## src/rtl/bus_arbiter.sv

```systemverilog
// Two-master round-robin bus arbiter with a bounded burst length.
// Grants, bus mux and read-data return are all steered from the registered owner state.
module bus_arbiter #(
    parameter int ADDR_W    = 32,
    parameter int DATA_W    = 32,
    parameter int MAX_BURST = 4
) (
    input  logic              clk_i,
    input  logic              rst_i,

    input  logic              m0_req_i,
    input  logic              m0_we_i,
    input  logic [ADDR_W-1:0] m0_addr_i,
    input  logic [DATA_W-1:0] m0_data_i,
    output logic              m0_gnt_o,
    output logic              m0_ack_o,
    output logic [DATA_W-1:0] m0_rdata_o,

    input  logic              m1_req_i,
    input  logic              m1_we_i,
    input  logic [ADDR_W-1:0] m1_addr_i,
    input  logic [DATA_W-1:0] m1_data_i,
    output logic              m1_gnt_o,
    output logic              m1_ack_o,
    output logic [DATA_W-1:0] m1_rdata_o,

    output logic [ADDR_W-1:0] bus_addr_o,
    output logic              bus_we_o,
    output logic [DATA_W-1:0] bus_data_o,
    input  logic [DATA_W-1:0] bus_rdata_i,
    output logic [1:0]        owner_o
);

    localparam int CNT_W = $clog2(MAX_BURST) + 1;
    localparam logic [CNT_W-1:0] BURST_LAST = CNT_W'(MAX_BURST - 1);

    // Encodings double as the owner_o value.
    typedef enum logic [1:0] {
        IDLE   = 2'b00,
        OWN_M0 = 2'b01,
        OWN_M1 = 2'b10
    } state_t;

    state_t           state_q, state_d;
    logic [CNT_W-1:0] burst_cnt_q, burst_cnt_d;
    logic             last_owner_q, last_owner_d;   // 0 = m0, 1 = m1

    always_ff @(posedge clk_i or posedge rst_i) begin
        if (rst_i) begin
            state_q      <= IDLE;
            burst_cnt_q  <= '0;
            last_owner_q <= 1'b1;
        end else begin
            state_q      <= state_d;
            burst_cnt_q  <= burst_cnt_d;
            last_owner_q <= last_owner_d;
        end
    end

    always_comb begin
        state_d      = state_q;
        burst_cnt_d  = burst_cnt_q;
        last_owner_d = last_owner_q;

        case (state_q)
            IDLE: begin
                burst_cnt_d = '0;
                if (m0_req_i && (!m1_req_i || last_owner_q)) begin
                    state_d = OWN_M0;
                end else if (m1_req_i) begin
                    state_d = OWN_M1;
                end
            end
            OWN_M0: begin
                if (!m0_req_i) begin
                    state_d = m1_req_i ? OWN_M1 : IDLE;
                end else if (m1_req_i && (burst_cnt_q == BURST_LAST)) begin
                    state_d = OWN_M1;
                end else if (burst_cnt_q != BURST_LAST) begin
                    burst_cnt_d = burst_cnt_q + CNT_W'(1);
                end
            end
            OWN_M1: begin
                if (!m1_req_i) begin
                    state_d = m0_req_i ? OWN_M0 : IDLE;
                end else if (m0_req_i && (burst_cnt_q == BURST_LAST)) begin
                    state_d = OWN_M0;
                end else if (burst_cnt_q != BURST_LAST) begin
                    burst_cnt_d = burst_cnt_q + CNT_W'(1);
                end
            end
            default: state_d = IDLE;
        endcase

        // Any change of owner restarts the burst and records who got the bus.
        if (state_d != state_q) begin
            burst_cnt_d = '0;
            if (state_d == OWN_M0) last_owner_d = 1'b0;
            if (state_d == OWN_M1) last_owner_d = 1'b1;
        end
    end

    always_comb begin
        m0_gnt_o   = 1'b0;
        m1_gnt_o   = 1'b0;
        m0_ack_o   = 1'b0;
        m1_ack_o   = 1'b0;
        m0_rdata_o = '0;
        m1_rdata_o = '0;
        bus_addr_o = '0;
        bus_data_o = '0;
        bus_we_o   = 1'b0;
        owner_o    = state_q;

        case (state_q)
            OWN_M0: begin
                m0_gnt_o   = 1'b1;
                m0_ack_o   = m0_req_i;
                m0_rdata_o = bus_rdata_i;
                bus_addr_o = m0_addr_i;
                bus_data_o = m0_data_i;
                bus_we_o   = m0_we_i & m0_req_i;
            end
            OWN_M1: begin
                m1_gnt_o   = 1'b1;
                m1_ack_o   = m1_req_i;
                m1_rdata_o = bus_rdata_i;
                bus_addr_o = m1_addr_i;
                bus_data_o = m1_data_i;
                bus_we_o   = m1_we_i & m1_req_i;
            end
            default: ;
        endcase
    end

endmodule
```

## config.mk

```make
export PLATFORM = sky130hd
export DESIGN_NAME = bus_arbiter
export DESIGN_NICKNAME = d
export VERILOG_FILES = /design/src/rtl/bus_arbiter.sv
export SDC_FILE = /design/constraint.sdc
export NUM_CORES = 1
export LEC_CHECK = 0
export BUFFER_PORTS_ARGS = -buffer_cell sky130_fd_sc_hd__buf_2
export CORE_AREA = 2 2 118 120
export CTS_CLUSTER_DIAMETER = 200
export DETAILED_ROUTE_END_ITERATION = 6
export DIE_AREA = 0 0 120 122
export GPL_TIMING_DRIVEN = 0
export PLACE_DENSITY = 0.51
export SLEW_MARGIN = 20
export SYNTH_ARGS = -nofsm -noshare
export SYNTH_HDL_FRONTEND = slang
export SYNTH_SLANG_ARGS = --single-unit
```

## constraint.sdc

```tcl
create_clock -name clk_i -period 3.38 [get_ports clk_i]
set_input_delay 0 -clock clk_i [delete_from_list [all_inputs] [get_ports clk_i]]
set_output_delay 0 -clock clk_i [all_outputs]
set_load 0.005 [all_outputs]
```

==> flow_metrics.tcl, run 1 <==
set metrics [dict create \
    met1_usage 0.198 \
    slowest_delay_ps 530 \
    path_class "register to register" \
    leakagePower_nw 2.12 \
    synth_most_common_cell "a22oi_1" \
    final-setup-viol-count 0 \
    start_kind "register" \
    synth_area_um2 2100 \
    nNetsFinal 783 \
    skew_ps 3.02 \
    cts_tree "done" \
    holdBufCountCts 1 \
    htree_num_levels 1 \
    dieArea_um2 14600 \
    min_period_over_period 0.902 \
    die_h_um 122 \
    post-route-util 0.290 \
    synth_common_cells "66 x a22oi_1, 65 x nor2b_1, 64 x and2_1, 27 x clkbuf_1, 11 x nand2_1" \
    cts.repair.resized 0 \
    wire_per_inst_um 15.3 \
    critical-path-top-delay-family "compound AO/OA/AOI/OAI gates" \
    ys_warn_count 0 \
    avgSynthCellArea_um2 6.90 \
    crit_path_cell_trace "inv_1 > ha_1 > and2_0 > buf_2 > a21oi_1 > nand2b_1 > a31oi_1 > ha_1 > o21ai_0 > nor3_1 > a32o_1 > or3_1" \
    ir_drop_mv 0.184 \
    end_kind "register" \
    grt_max_degree 11 \
    pwr-share-comb 0.875 \
    ys.flop_type "dfrtp_1" \
    core_area_um2 13500 \
    period_minus_slack_ps 3050 \
    drcViolationCount 0 \
    viasPerCell 4.34 \
    stdcell_area_um2 3920 \
    chipWidth_um 120 \
    crit_path_frequent_cell "ha_1" \
    timing.hold.ws_ps 233 \
    grt_busiest_layer "met2" \
    hold_depth 4 \
    powerDensity_nw_per_um2 675 \
    path_buf_inv 2 \
    synth.distinct_cells 43 \
    rr_endpoint "last_owner_q" \
    initial_core_util 0.156 \
    cts_root_buf "clkbuf_16" \
    hpwl_um 10300 \
    switchingPower_mw 1.32 \
    fin_tns_setup_ps 0 \
    met2_usage 0.249 \
    fmaxAchievable_mhz 328 \
    clockPowerShare 0.073 \
    ys_seq_elements 6 \
    async_flop_share 1.00 \
    status "finished, final reports clean" \
    grt_pass1_vias 3173 \
    p_int_mw 1.32 \
    min_to "owner_o[0]" \
    clk_latency_ps 230 \
    area_growth_pct 86.3 \
    gp_congestion 0.849 \
    antenna_found_initial 2 \
    drt_wl_total_um 12100 \
    first_pass_iters 4 \
    cap_viol_max_count 0 \
    cp_slowest_cell "dfrtp_1" \
    dpl-instance-area_um2 3820 \
    cts_sinks 6 \
    maxSlewViolCount 0 \
    worst_slew_pin_slew_ps 689 \
    grt_pass1_wl_um 17000 \
    hold_violations 0 \
    cts_made_buffers 3 \
    cts_setup_buffers 0 \
    yosysTopAreaCell "a22oi_1" \
    rows 43 \
    netlist_instances 305 \
    layout-drive-gt1-share 0.519 \
    crit_required_ps 3520 \
    ant_nets 0 \
    pwr-share-seq 0.052 \
    drt_first_iter_violations 161 \
    met3_usage 0.0201 \
    synth_top_area_share 0.236 \
    synth_area_leaders "a22oi_1 24%, nor2b_1 19%, and2_1 19%" \
    path_clk_slew_ps 30 \
    ys_seq_area_frac 0.0720 \
    synth_edf_count 0 \
    cp.arrival_ps 3180 \
    rsz0062_at_grt "false" \
    rrSetupSlack_ps 330 \
    p_sw_frac 0.500 \
    track_usage 0.146 \
    cts.path.max_buffers 2 \
    vias 3429 \
    io_pins 301 \
    slew_headroom 0.541 \
    synth.net_count 478 \
    path_max_fanout 10 \
    numPortBuffers 299 \
    r2r_cells 12 \
    hold_path.class "input port to register" \
    rr_startpoint "owner_o[0]" \
    hold_start "m0_req_i" \
    grt_overflow 0 \
    fillCellCount 1517 \
]
## worst max path at each step
stage,start,to,slack [ps],cells after the start
final,owner_o[0],last_owner_q,330,12
after global routing,owner_o[0],last_owner_q,50,12
after CTS,owner_o[0],last_owner_q,320,12
after detailed placement,owner_o[0],last_owner_q,350,12
after global placement,owner_o[0],last_owner_q,340,12
after floorplan,owner_o[0],last_owner_q,670,12
## per-stage QoR
step	power [mW]	worst slack, ps	std cells
floorplan	1.49	672	305
global placement	2.48	338	784
detailed placement	2.47	347	784
CTS	2.67	315	789
global route	2.90	47.8	791
finish	2.64	332	791
## final cells by class
| class | count | area, um2 | share of cell area |
|---|---|---|---|
| Clock buffer | 4 | 78.8 | 0.0201 |
| Timing Repair Buffer | 300 | 1510 | 0.384 |
| Sequential cell | 6 | 151 | 0.0386 |
| Buffer | 33 | 159 | 0.0405 |
| Inverter | 7 | 27.5 | 0.00702 |
| Antenna cell | 2 | 5.00 | 0.00128 |
| Tap cell | 180 | 225 | 0.0575 |
| Multi-Input combinational cell | 259 | 1770 | 0.451 |
## worst min-delay path: cells and delay by family
kind,cells,cell delay [ps]
AO/OA/AOI/OAI,1,170
buffers and inverters,2,170
AND/OR/NAND/NOR,1,60
## cell families after synthesis
logic type	Yosys count	synth area share
flops	6	0.0720
fa+ha+maj	7	0.0416
buf+inv	40	0.0886
simple gates	162	0.473
compound gates	90	0.325
## state kept, by name, summed over array words and instances (netlist names)
signal / flops
burst_cnt_q: 3
owner_o: 2
last_owner_q: 1
## layer usage
layer | wire [um] | share of wire
met2 | 5820 | 0.48
met1 | 5240 | 0.43
met5 | 0 | 0
met3 | 809 | 0.067
met4 | 208 | 0.017
## cell usage in the layout, fill, tap and decap left out, types with 2 or more instances in the layout
cell / Yosys / final
nor3_1: 3 / 3
nand2_1: 11 / 11
inv_1: 6 / 6
buf_2: 1 / 300
nand2b_1: 5 / 5
dfrtp_1: 5 / 5
diode_2: 0 / 2
a31oi_1: 2 / 2
clkbuf_1: 27 / 28
or3b_1: 2 / 2
nor2b_1: 65 / 65
a21oi_1: 5 / 5
buf_6: 4 / 4
o21bai_1: 2 / 2
clkbuf_16: 0 / 3
a22oi_1: 66 / 66
and2_1: 64 / 64
ha_1: 7 / 7
a32o_1: 2 / 2
o21ai_0: 2 / 2
nand2_2: 2 / 2
## power groups by stage
| stage | clock, mW | sequential (mW) | combinational (mW) |
|---|---|---|---|
| 2_1_floorplan | 0 | 0.128 | 1.36 |
| 3_5_place_dp | 0 | 0.138 | 2.33 |
| 6_report | 0.193 | 0.138 | 2.31 |
| 4_1_cts | 0.196 | 0.138 | 2.34 |
| 5_1_grt | 0.201 | 0.143 | 2.56 |
| 3_3_place_gp | 0 | 0.139 | 2.34 |
No activity file was read; power rests on OpenSTA's default activity.
==> run 2, diff against run 1 <==
--- a/config.mk
+++ b/config.mk
@@ -6,12 +6,12 @@
 export NUM_CORES = 1
 export LEC_CHECK = 0
 export BUFFER_PORTS_ARGS = -buffer_cell sky130_fd_sc_hd__buf_2
-export CORE_AREA = 2 2 118 120
+export CORE_AREA = 2 2 116 118
 export CTS_CLUSTER_DIAMETER = 200
 export DETAILED_ROUTE_END_ITERATION = 6
-export DIE_AREA = 0 0 120 122
+export DIE_AREA = 0 0 118 120
 export GPL_TIMING_DRIVEN = 0
-export PLACE_DENSITY = 0.51
+export PLACE_DENSITY = 0.52
 export SLEW_MARGIN = 20
 export SYNTH_ARGS = -nofsm -noshare
 export SYNTH_HDL_FRONTEND = slang
==> constraint.sdc (replaced) <==
create_clock -name clk_i -period 3.9 [get_ports clk_i]
set_input_delay 0 -clock clk_i [delete_from_list [all_inputs] [get_ports clk_i]]
set_output_delay 0 -clock clk_i [all_outputs]
set_load 0.005 [all_outputs]
==> flow_metrics.tcl, run 2 (synthesis gave the netlist of run 1 again) <==
set metrics [dict create \
    cp.arrival_ps 3140 \
    cts.path.max_buffers 2 \
    r2r_cells 12 \
    final_cell_mix "300 x buf_2, 66 x a22oi_1, 65 x nor2b_1, 64 x and2_1, 28 x clkbuf_1" \
    die_h_um 120 \
    rrSetupSlack_ps 910 \
    grt_max_degree 11 \
    wire_per_inst_um 14.3 \
    post-route-util 0.301 \
    rr_startpoint "owner_o[0]" \
    hold_depth 4 \
    leakagePower_nw 2.12 \
    grt_pass1_wl_um 16400 \
    area_growth_pct 85.8 \
    fmaxAchievable_mhz 334 \
    hpwl_um 9580 \
    cts_sinks 6 \
    rsz0062_at_grt "false" \
    rr_endpoint "last_owner_q" \
    chipWidth_um 118 \
    worst_slew_pin_slew_ps 692 \
    min_period_over_period 0.768 \
    hold_violations 0 \
    period_minus_slack_ps 2990 \
    cts_made_buffers 3 \
    drcViolationCount 0 \
    top_register "burst_cnt_q" \
    status "finished, final reports clean" \
    drt_first_iter_violations 132 \
    numPortBuffers 299 \
    dieArea_um2 14200 \
    hold_start "m0_req_i" \
    hold_path.class "input port to register" \
    htree_num_levels 1 \
    ir_drop_mv 0.202 \
    start_kind "register" \
    first_pass_iters 7 \
    gp_congestion 0.785 \
    crit_required_ps 4040 \
    antenna_found_initial 0 \
    grt_pass1_vias 3134 \
    path_clk_slew_ps 30 \
    io_pins 301 \
    timing.hold.ws_ps 208 \
    core_area_um2 13000 \
    track_usage 0.143 \
    fin_tns_setup_ps 0 \
    nNetsFinal 783 \
    grt_overflow 0 \
    initial_core_util 0.162 \
    path_max_fanout 10 \
    maxSlewViolCount 0 \
    min_to "owner_o[0]" \
    largest_reg_flops 3 \
    end_kind "register" \
    final_common_cell "buf_2" \
    drt_wl_total_um 11200 \
    cap_viol_max_count 0 \
    vias 3404 \
    final-setup-viol-count 0 \
    clk_latency_ps 230 \
    powerDensity_nw_per_um2 576 \
    layout-drive-gt1-share 0.519 \
    skew_ps 3.13 \
    slew_headroom 0.539 \
    cts_tree "done" \
    rows 42 \
    ant_nets 0 \
    path_class "register to register" \
    viasPerCell 4.34 \
    cts_root_buf "clkbuf_16" \
    diodes 0 \
]
## run 2: cell count changes in the layout (fill, tap and decap cells not counted)
| cell | previous run | this run |
|---|---|---|
| diode_2 | 2 | 0 |
## run 2: how the worst max path moves through the flow
stage | startpoint | to | slack [ps] | cells after the start
2_1_floorplan | owner_o[0] | last_owner_q | 1190 | 12
3_3_place_gp | owner_o[0] | last_owner_q | 880 | 12
3_5_place_dp | owner_o[0] | last_owner_q | 880 | 12
4_1_cts | owner_o[0] | last_owner_q | 870 | 12
5_1_grt | owner_o[0] | last_owner_q | 650 | 12
6_report | owner_o[0] | last_owner_q | 910 | 12
## run 2: critical path, stage by stage (launching register included)
cell	delay (ps)
dfrtp_1	510
inv_1	110
ha_1	300
and2_0	180
buf_2	150
a21oi_1	230
nand2b_1	140
a31oi_1	110
ha_1	340
o21ai_0	200
nor3_1	80
a32o_1	260
or3_1	300
## run 2: layout make-up
cell class | instances | area [um2]
plain buffers | 33 | 159
flip-flops and latches | 6 | 151
well taps | 176 | 220
clock buffers | 4 | 78.8
fillers | 1460 | 9070
multi-input cells | 259 | 1770
inverters | 7 | 27.5
repair buffers | 300 | 1510
## run 2: routing by layer
layer | vias to the layer above | part of all wire | GRT usage
li1 | 1690 | - | -
met1 | 1535 | 0.40 | 0.168
met3 | 0 | 0.075 | 0.0228
met5 | - | 0 | 0
met2 | 179 | 0.52 | 0.283
met4 | 0 | 0 | 0.00678
## run 2: what timing repair did
action / in CTS / in global routing
buffers inserted: 0 / 0
hold endpoints to repair: 6 / 0
resized for setup: 0 / 0
hold buffers: 1 / 0
## run 2: power by group
part	total, mW	switching (mW)	internal, mW
Sequential	0.118	0.0326	0.0857
Clock	0.170	0.0346	0.136
Combinational	1.96	1.04	0.924
## run 2: metrics by stage
step	std cells	total power [mW]	setup slack, ps	instance area, um2
after floorplan	305	1.29	1190	2100
after global placement	780	2.13	875	3820
after detailed placement	780	2.11	877	3820
after CTS	785	2.29	871	3910
after global routing	785	2.48	654	3910
final	785	2.25	905	3910
